### config.mk
export PLATFORM = sky130hd
export DESIGN_NAME = wam_game_engine
export DESIGN_NICKNAME = d
export VERILOG_FILES = /design/src/rtl/wam_pkg.sv /design/src/rtl/wam_lfsr.sv /design/src/rtl/wam_game_engine.sv
export SDC_FILE = /design/constraint.sdc
export NUM_CORES = 1
export LEC_CHECK = 0
export BUFFER_PORTS_ARGS = -buffer_cell sky130_fd_sc_hd__buf_2
export CORE_MARGIN = 2
export CORE_UTILIZATION = 54
export CTS_BUF_LIST = sky130_fd_sc_hd__clkbuf_4 sky130_fd_sc_hd__clkbuf_8
export DETAILED_ROUTE_END_ITERATION = 10
export PLACE_DENSITY = 0.81
export SYNTH_ARGS = -nofsm -noshare
export SYNTH_HDL_FRONTEND = slang
export SYNTH_SLANG_ARGS = --single-unit
### constraint.sdc
create_clock -name clk -period 2.3 [get_ports clk]
set_clock_uncertainty 0.05 [all_clocks]
set_input_delay 0.46 -clock clk [delete_from_list [all_inputs] [get_ports clk]]
set_output_delay 0.46 -clock clk [all_outputs]
set_load 0.05 [all_outputs]
### src/rtl/wam_pkg.sv
// Shared types and constants for the whack-a-mole game core.
package wam_pkg;

  typedef enum logic [1:0] {
    ST_IDLE = 2'd0,
    ST_GAP  = 2'd1,
    ST_SHOW = 2'd2,
    ST_DONE = 2'd3
  } wam_state_e;

  localparam logic [1:0] MODE_NORMAL = 2'd0;
  localparam logic [1:0] MODE_TIMED  = 2'd1;
  localparam logic [1:0] MODE_DEATH  = 2'd2;
  localparam logic [1:0] MODE_CONT   = 2'd3;

  localparam logic [5:0] FLICKS_STD = 6'd25;
  localparam logic [5:0] FLICKS_EXT = 6'd50;
  localparam int         CONT_STEP  = 8;

  function automatic logic [3:0] gap_ticks(input logic [1:0] lvl);
    case (lvl)
      2'd0:    return 4'd8;
      2'd1:    return 4'd4;
      2'd2:    return 4'd2;
      default: return 4'd1;
    endcase
  endfunction

  function automatic logic [3:0] on_ticks(input logic [1:0] lvl);
    case (lvl)
      2'd0:    return 4'd8;
      2'd1:    return 4'd4;
      2'd2:    return 4'd4;
      default: return 4'd2;
    endcase
  endfunction

  // Maximal-length Galois feedback masks (right-shifting form).
  function automatic logic [63:0] lfsr_taps(input int w);
    case (w)
      4:       return 64'h0000_000C;
      5:       return 64'h0000_0014;
      6:       return 64'h0000_0030;
      7:       return 64'h0000_0060;
      8:       return 64'h0000_00B8;
      10:      return 64'h0000_0240;
      12:      return 64'h0000_0E08;
      20:      return 64'h0009_0000;
      24:      return 64'h00E1_0000;
      32:      return 64'hA300_0000;
      default: return 64'h0000_B400;
    endcase
  endfunction

endpackage

### src/rtl/wam_lfsr.sv
// Free-running Galois LFSR; loads the seed once on the first request after reset.
module wam_lfsr
  import wam_pkg::*;
#(
  parameter int LFSR_W = 16,
  parameter int OUT_W  = 4
) (
  input  logic              clk,
  input  logic              reset,
  input  logic              load,
  input  logic [LFSR_W-1:0] seed,
  output logic [OUT_W-1:0]  rnd
);

  localparam logic [LFSR_W-1:0] TAPS = LFSR_W'(lfsr_taps(LFSR_W));

  logic [LFSR_W-1:0] state_q;
  logic              seeded_q;

  always_ff @(posedge clk or negedge reset) begin
    if (!reset) begin
      state_q  <= LFSR_W'(1);
      seeded_q <= 1'b0;
    end else if (load && !seeded_q) begin
      // An all-zero state would lock the generator up.
      state_q  <= (seed == '0) ? LFSR_W'(1) : seed;
      seeded_q <= 1'b1;
    end else begin
      state_q  <= {1'b0, state_q[LFSR_W-1:1]} ^ (state_q[0] ? TAPS : '0);
    end
  end

  assign rnd = state_q[OUT_W-1:0];

endmodule

### src/rtl/wam_game_engine.sv
// Whack-a-mole game core: mole sequencing, timing, scoring and game modes.
// Optional build macro WAM_NO_REPEAT_EN forbids the same mole lighting twice in a row.
module wam_game_engine
  import wam_pkg::*;
#(
  parameter int  NUM_MOLES   = 9,
  parameter int  TICK_DIV    = 12_500_000,
  parameter int  TIMED_TICKS = 240,
  parameter int  LFSR_W      = 16,
  parameter int  SCORE_W     = 7,
  localparam int IDX_W       = $clog2(NUM_MOLES)
) (
  input  logic                 clk,
  input  logic                 reset,
  input  logic                 start,
  input  logic [1:0]           mode,
  input  logic [1:0]           level,
  input  logic                 extended,
  input  logic [LFSR_W-1:0]    seed,
  input  logic                 hit_valid,
  input  logic [IDX_W-1:0]     hit_idx,
  output logic [NUM_MOLES-1:0] lights,
  output logic [SCORE_W-1:0]   score,
  output logic [SCORE_W-1:0]   misses,
  output logic [1:0]           cur_level,
  output logic                 busy,
  output logic                 game_over
);

  localparam int PR_W = (TICK_DIV > 1) ? $clog2(TICK_DIV) : 1;
  localparam int GT_W = $clog2(TIMED_TICKS + 1);

  wam_state_e         state_q, state_d;
  logic [PR_W-1:0]    presc_q;
  logic               tick;
  logic [3:0]         tmr_q;
  logic [GT_W-1:0]    gtick_q;
  logic [5:0]         flicks_q, flick_lim;
  logic [1:0]         mode_q, lvl_q;
  logic               ext_q;
  logic [SCORE_W-1:0] score_q, misses_q;
  logic [IDX_W-1:0]   mole_q, rnd, pick, sel;
  logic               ev_hit, ev_miss, ev_flick, latch, tmr_clr, tmr_inc;

  function automatic logic [SCORE_W-1:0] sat_inc(input logic [SCORE_W-1:0] v);
    return (&v) ? v : v + SCORE_W'(1);
  endfunction

  wam_lfsr #(.LFSR_W(LFSR_W), .OUT_W(IDX_W)) u_lfsr (
    .clk   (clk),
    .reset (reset),
    .load  (start),
    .seed  (seed),
    .rnd   (rnd)
  );

  // Out-of-range candidates fold down by NUM_MOLES; the low bits of the
  // modular difference are already the folded index.
  assign pick = ({1'b0, rnd} >= (IDX_W+1)'(NUM_MOLES)) ? rnd - IDX_W'(NUM_MOLES) : rnd;

`ifdef WAM_NO_REPEAT_EN
  always_comb begin
    sel = pick;
    if (pick == mole_q)
      sel = (pick == IDX_W'(NUM_MOLES - 1)) ? '0 : pick + IDX_W'(1);
  end
`else
  assign sel = pick;
`endif

  assign tick      = (presc_q == PR_W'(TICK_DIV - 1));
  assign flick_lim = ext_q ? FLICKS_EXT : FLICKS_STD;
  assign busy      = (state_q == ST_GAP) || (state_q == ST_SHOW);
  assign game_over = (state_q == ST_DONE);
  assign lights    = (state_q == ST_SHOW) ? (NUM_MOLES'(1) << mole_q) : '0;
  assign score     = score_q;
  assign misses    = misses_q;
  assign cur_level = lvl_q;

  always_ff @(posedge clk or negedge reset) begin
    if (!reset) state_q <= ST_IDLE;
    else        state_q <= state_d;
  end

  always_comb begin
    state_d  = state_q;
    ev_hit   = 1'b0;
    ev_miss  = 1'b0;
    ev_flick = 1'b0;
    latch    = 1'b0;
    tmr_clr  = 1'b0;
    tmr_inc  = 1'b0;
    case (state_q)
      ST_GAP: begin
        if (tick) begin
          if (tmr_q == gap_ticks(lvl_q) - 4'd1) begin
            latch   = 1'b1;
            tmr_clr = 1'b1;
            state_d = ST_SHOW;
          end else begin
            tmr_inc = 1'b1;
          end
        end
      end
      ST_SHOW: begin
        // A correct hit wins over a simultaneous timeout.
        if (hit_valid && hit_idx == mole_q) begin
          ev_hit   = 1'b1;
          ev_flick = 1'b1;
          tmr_clr  = 1'b1;
          state_d  = ST_GAP;
        end else if (tick && tmr_q == on_ticks(lvl_q) - 4'd1) begin
          ev_miss  = 1'b1;
          ev_flick = 1'b1;
          tmr_clr  = 1'b1;
          state_d  = (mode_q == MODE_DEATH) ? ST_DONE : ST_GAP;
        end else begin
          if (hit_valid) begin
            ev_miss = 1'b1;
            if (mode_q == MODE_DEATH) state_d = ST_DONE;
          end
          if (tick) tmr_inc = 1'b1;
        end
      end
      default: ;
    endcase
    if (ev_flick && mode_q != MODE_TIMED && (flicks_q + 6'd1) == flick_lim)
      state_d = ST_DONE;
    if (busy && tick && mode_q == MODE_TIMED && gtick_q == GT_W'(TIMED_TICKS - 1))
      state_d = ST_DONE;
    if (start)
      state_d = ST_GAP;
  end

  always_ff @(posedge clk or negedge reset) begin
    if (!reset) begin
      presc_q  <= '0;
      tmr_q    <= '0;
      gtick_q  <= '0;
      flicks_q <= '0;
      mode_q   <= MODE_NORMAL;
      lvl_q    <= 2'd0;
      ext_q    <= 1'b0;
      score_q  <= '0;
      misses_q <= '0;
    end else begin
      presc_q <= (start || tick) ? '0 : presc_q + PR_W'(1);
      if (start) begin
        tmr_q    <= '0;
        gtick_q  <= '0;
        flicks_q <= '0;
        score_q  <= '0;
        misses_q <= '0;
        mode_q   <= mode;
        ext_q    <= extended;
        lvl_q    <= (mode == MODE_CONT) ? 2'd0 : level;
      end else begin
        if (tmr_clr)      tmr_q <= '0;
        else if (tmr_inc) tmr_q <= tmr_q + 4'd1;
        if (busy && tick) gtick_q <= gtick_q + GT_W'(1);
        if (ev_flick)     flicks_q <= flicks_q + 6'd1;
        if (ev_miss)      misses_q <= sat_inc(misses_q);
        if (ev_hit) begin
          score_q <= sat_inc(score_q);
          // score_q still holds the pre-hit count, so this fires on every CONT_STEP-th hit.
          if (mode_q == MODE_CONT && score_q[2:0] == 3'(CONT_STEP - 1) && lvl_q != 2'd3)
            lvl_q <= lvl_q + 2'd1;
        end
      end
    end
  end

  always_ff @(posedge clk) begin
    if (latch) mole_q <= sel;
  end

endmodule

==> out/results.tsv <==
stage	metric	value	unit
floorplan	design.core.area	0.00818	mm2
placement	port_buffers	55	
logic_synthesis	syn_area_per_cell	10.0	um2
floorplan	die_width	95.4	um
logic_synthesis	synth_top_family_by_area	simple AND/OR/NAND/NOR gates	
timing	finalHoldViolations	0	
timing	worstMarginPinSlew	0.688	ns
worst_setup_path	crit_buf_inv	3	
logic_synthesis	synth-edff-count	4	
detailed_routing	dr.pass1.iters	4	
timing	fin_crit	2.31	ns
logic_synthesis	synth-main-ff-cell	dfrtp_1	
clocking	numCtsBuffers	9	
global_routing	grt_start_max_net_pins	34	
timing	worst_slack	-0.0116	ns
finish	area_growth	20.3	%
logic_synthesis	syn_nets	495	
timing	relSlewSlack	54.2	%
detailed_routing	vias_per_cell	5.70	
placement	dp_cells	618	
worst_setup_path	worstPathCellList	inv_2 -> ha_4 -> inv_4 -> or3_4 -> nor3_4 -> buf_6	
power	p_per_area	719	mW/mm2
detailed_routing	drtIter0Drc	108	
placement	place.gp.congestion	0.815	
floorplan	die_h	95.4	um
worst_setup_path	cp_slowest_cell	dfrtp_1	
placement	place_area	0.00510	mm2
finish	nets	578	
logic_synthesis	synth_fa_ha_area_share	4.72	%
detailed_routing	drc	0	
floorplan	dieArea	0.00910	mm2
job	maxCapViolCount	0	
worst_setup_path	worst_setup_path_end_kind	output pin	
clocking	clk_pin_slew	0.09	ns
power	ir_drop	442	uV
floorplan	initial_core_util	55.2	%
global_routing	grt.overflow.total	0	
placement	dp.final_hpwl	6.90	mm
logic_synthesis	synth_simple_gate_area_share	22.2	%
floorplan	io_pins	56	
finish	fill_cells	655	
clocking	cts_tree	yes	
global_routing	grt_pass1_wl	16.1	mm
worst_setup_path	path_delay_family	simple AND/OR/NAND/NOR gates	
logic_synthesis	synth.area.mux_share	4.88	%
timing	slew_violations	0	
logic_synthesis	yosys_warnings	0	
logic_synthesis	ys_types	52	
worst_setup_path	slowest_delay	0.41	ns
global_routing	grt_pass1_vias	3643	
outcome	violations	setup timing	
power	leakagePower	0.00249	uW
worst_setup_path	crit_type	flip-flop to output pin	
timing	tns	-0.0116	ns
clocking	numClockSinks	84	
clocking	htreeDepth	3	
timing	setup_viol_count_final	1	
detailed_routing	drt-total-wl	9.83	mm
logic_synthesis	synthArstFlopShare	95.2	%
detailed_routing	vias	3657	
finish	num_antenna_cells	0	
detailed_routing	ant_nets	0	
finish	layout-drive-gt1-share	27.9	%
timing	fin_crit_sh	101	%
clocking	clockBufferDepth	2	
logic_synthesis	synth_seq_area_share	47.1	%
logic_synthesis	synth_compound_area_share	7.27	%
timing	hold-worst-slack	0.280	ns
finish	fin_area	0.00542	mm2
timing	max_freq	433	MHz
timing	rsz0062_at_grt	yes	
logic_synthesis	synth-xor-area-share	11.3	%
floorplan	row_count	33	
logic_synthesis	syn_area	0.00451	mm2
finish	stdcell_count	642	
worst_setup_path	cp.arrival	1.80	ns
clocking	insertion_delay	0.36	ns
worst_setup_path	cp_max_fo	4	
global_routing	antenna_found_initial	0	
logic_synthesis	ys_ff_latch	84	
worst_setup_path	start_kind	flip-flop	
logic_synthesis	synthCells	449	
finish	fin_util	66.3	%
detailed_routing	wl_per_cell	15.3	um
worst_setup_path	critPathRequiredTime	1.79	ns
worst_hold_path	min_path_type	input pin to flip-flop	
clocking	cts-root-buf	clkbuf_8	
global_routing	gr-usage-all-layers	22.6	%
outcome	status	complete, but fails checks	
[power by group]
group          leakage (uW)  switching [uW]  internal [uW]
Combinational       0.00131             609            479
Clock             0.0000932             536            445
Sequential          0.00109             134           1700
[through the flow]
stage	power, uW	setup WS [ns]
6_report	3900	-0.0116
5_1_grt	4120	-0.131
4_1_cts	3840	0.000388
3_5_place_dp	2850	0.00537
3_3_place_gp	2800	0.0825
2_1_floorplan	2570	-0.174
[area by class of cell]
cell class	instances	area, um2	share of cell area [%]
Sequential cell	84	2130	39.2
Timing Repair Buffer	87	561	10.3
Clock buffer	12	153	2.81
Multi-Input combinational cell	336	2370	43.7
Clock inverter	4	26.3	0.484
Tap cell	105	131	2.42
Inverter	14	55.1	1.01
[worst paths after layout]
kind | startpoint | endpoint | slack, ns | cells after the start
worst max-delay path | state_q[0] | lights[0] | -0.01 | 6
worst min-delay path | extended | ext_q | 0.28 | 2
worst max register to register | cur_level[1] | state_q[1] | 0 | 9
worst min register to register | u_lfsr.seeded_q | u_lfsr.seeded_q | 0.41 | 1
max in group asynchronous | reset | presc_q[14] | 0.97 | 3
min in group asynchronous | reset | score[2] | 0.51 | 2
[placed cells by master (no fill, tap or decap), types with 12 or more instances in the layout]
cell,count
ha_1,14
xor2_1,35
nand2_1,25
xnor2_1,23
a21oi_1,14
buf_2,49
nand3_1,16
o21ai_0,12
nand4_1,17
mux2_2,16
nor2_1,67
buf_4,32
dfrtp_1,77
[kinds of logic (layout without fill, tap and decap cells)]
group           count (synthesis)  count (layout)
buf+inv                        29             117
compound gates                 49              49
flops                          84              84
fa+ha+maj                      17              17
xor+xnor                       58              58
simple gates                  192             192
mux                            20              20
[registers in the layout, summed over array words and instances (netlist names)]
name             count
u_lfsr.seeded_q      1
presc_q             24
score                7
flicks_q             6
gtick_q              8
tmr_q                4
u_lfsr.state_q      16
ext_q                1
mole_q               4
mode_q               2
cur_level            2
state_q              2
misses               7
[layer usage]
layer  GRT usage (%)  vias to the layer above  wire (um)
met3            4.74                       17        380
met4            8.93                        0        191
li1                -                     1733          -
met5               0                        -          0
met2            40.0                       70       5030
met1            26.9                     1837       4230
[repair_timing]
| item | 4_1_cts | 5_1_grt |
|---|---|---|
| buffers inserted | 1 | 6 |
| hold endpoints to repair | 13 | 0 |
| hold buffers | 1 | 0 |
| pin swaps | 0 | 3 |
| gates resized for setup | 9 | 18 |
| endpoints found under the setup margin | 5 | 25 |
[cells in the mapped netlist, types with 2 or more instances]
| library cell | instances | area (um2) |
|---|---|---|
| clkbuf_1 | 12 | 45.0 |
| nor3_1 | 6 | 30.0 |
| xnor2_1 | 23 | 201 |
| nor3b_1 | 2 | 15.0 |
| edfxtp_1 | 4 | 120 |
| mux2_2 | 16 | 180 |
| nand2_1 | 27 | 101 |
| a41oi_1 | 4 | 35.0 |
| a21oi_1 | 14 | 70.1 |
| mux2i_1 | 4 | 40.0 |
| a21o_1 | 2 | 15.0 |
| nor2_1 | 70 | 263 |
| a31oi_1 | 2 | 12.5 |
| and4_1 | 4 | 35.0 |
| inv_1 | 14 | 52.6 |
| xor2_1 | 35 | 307 |
| nand4_1 | 17 | 106 |
| and3_1 | 11 | 68.8 |
| nor4_1 | 6 | 37.5 |
| nand3_1 | 16 | 80.1 |
| nand4_2 | 2 | 25.0 |
| a41o_1 | 2 | 20.0 |
| nand2b_1 | 11 | 68.8 |
| or3_1 | 5 | 31.3 |
| or2_2 | 4 | 25.0 |
| ha_1 | 17 | 213 |
| o21ai_0 | 13 | 65.1 |
| and2_1 | 2 | 12.5 |
| a311oi_1 | 3 | 26.3 |
| dfrtp_1 | 79 | 1980 |
No activity file was read; power rests on OpenSTA's default activity.
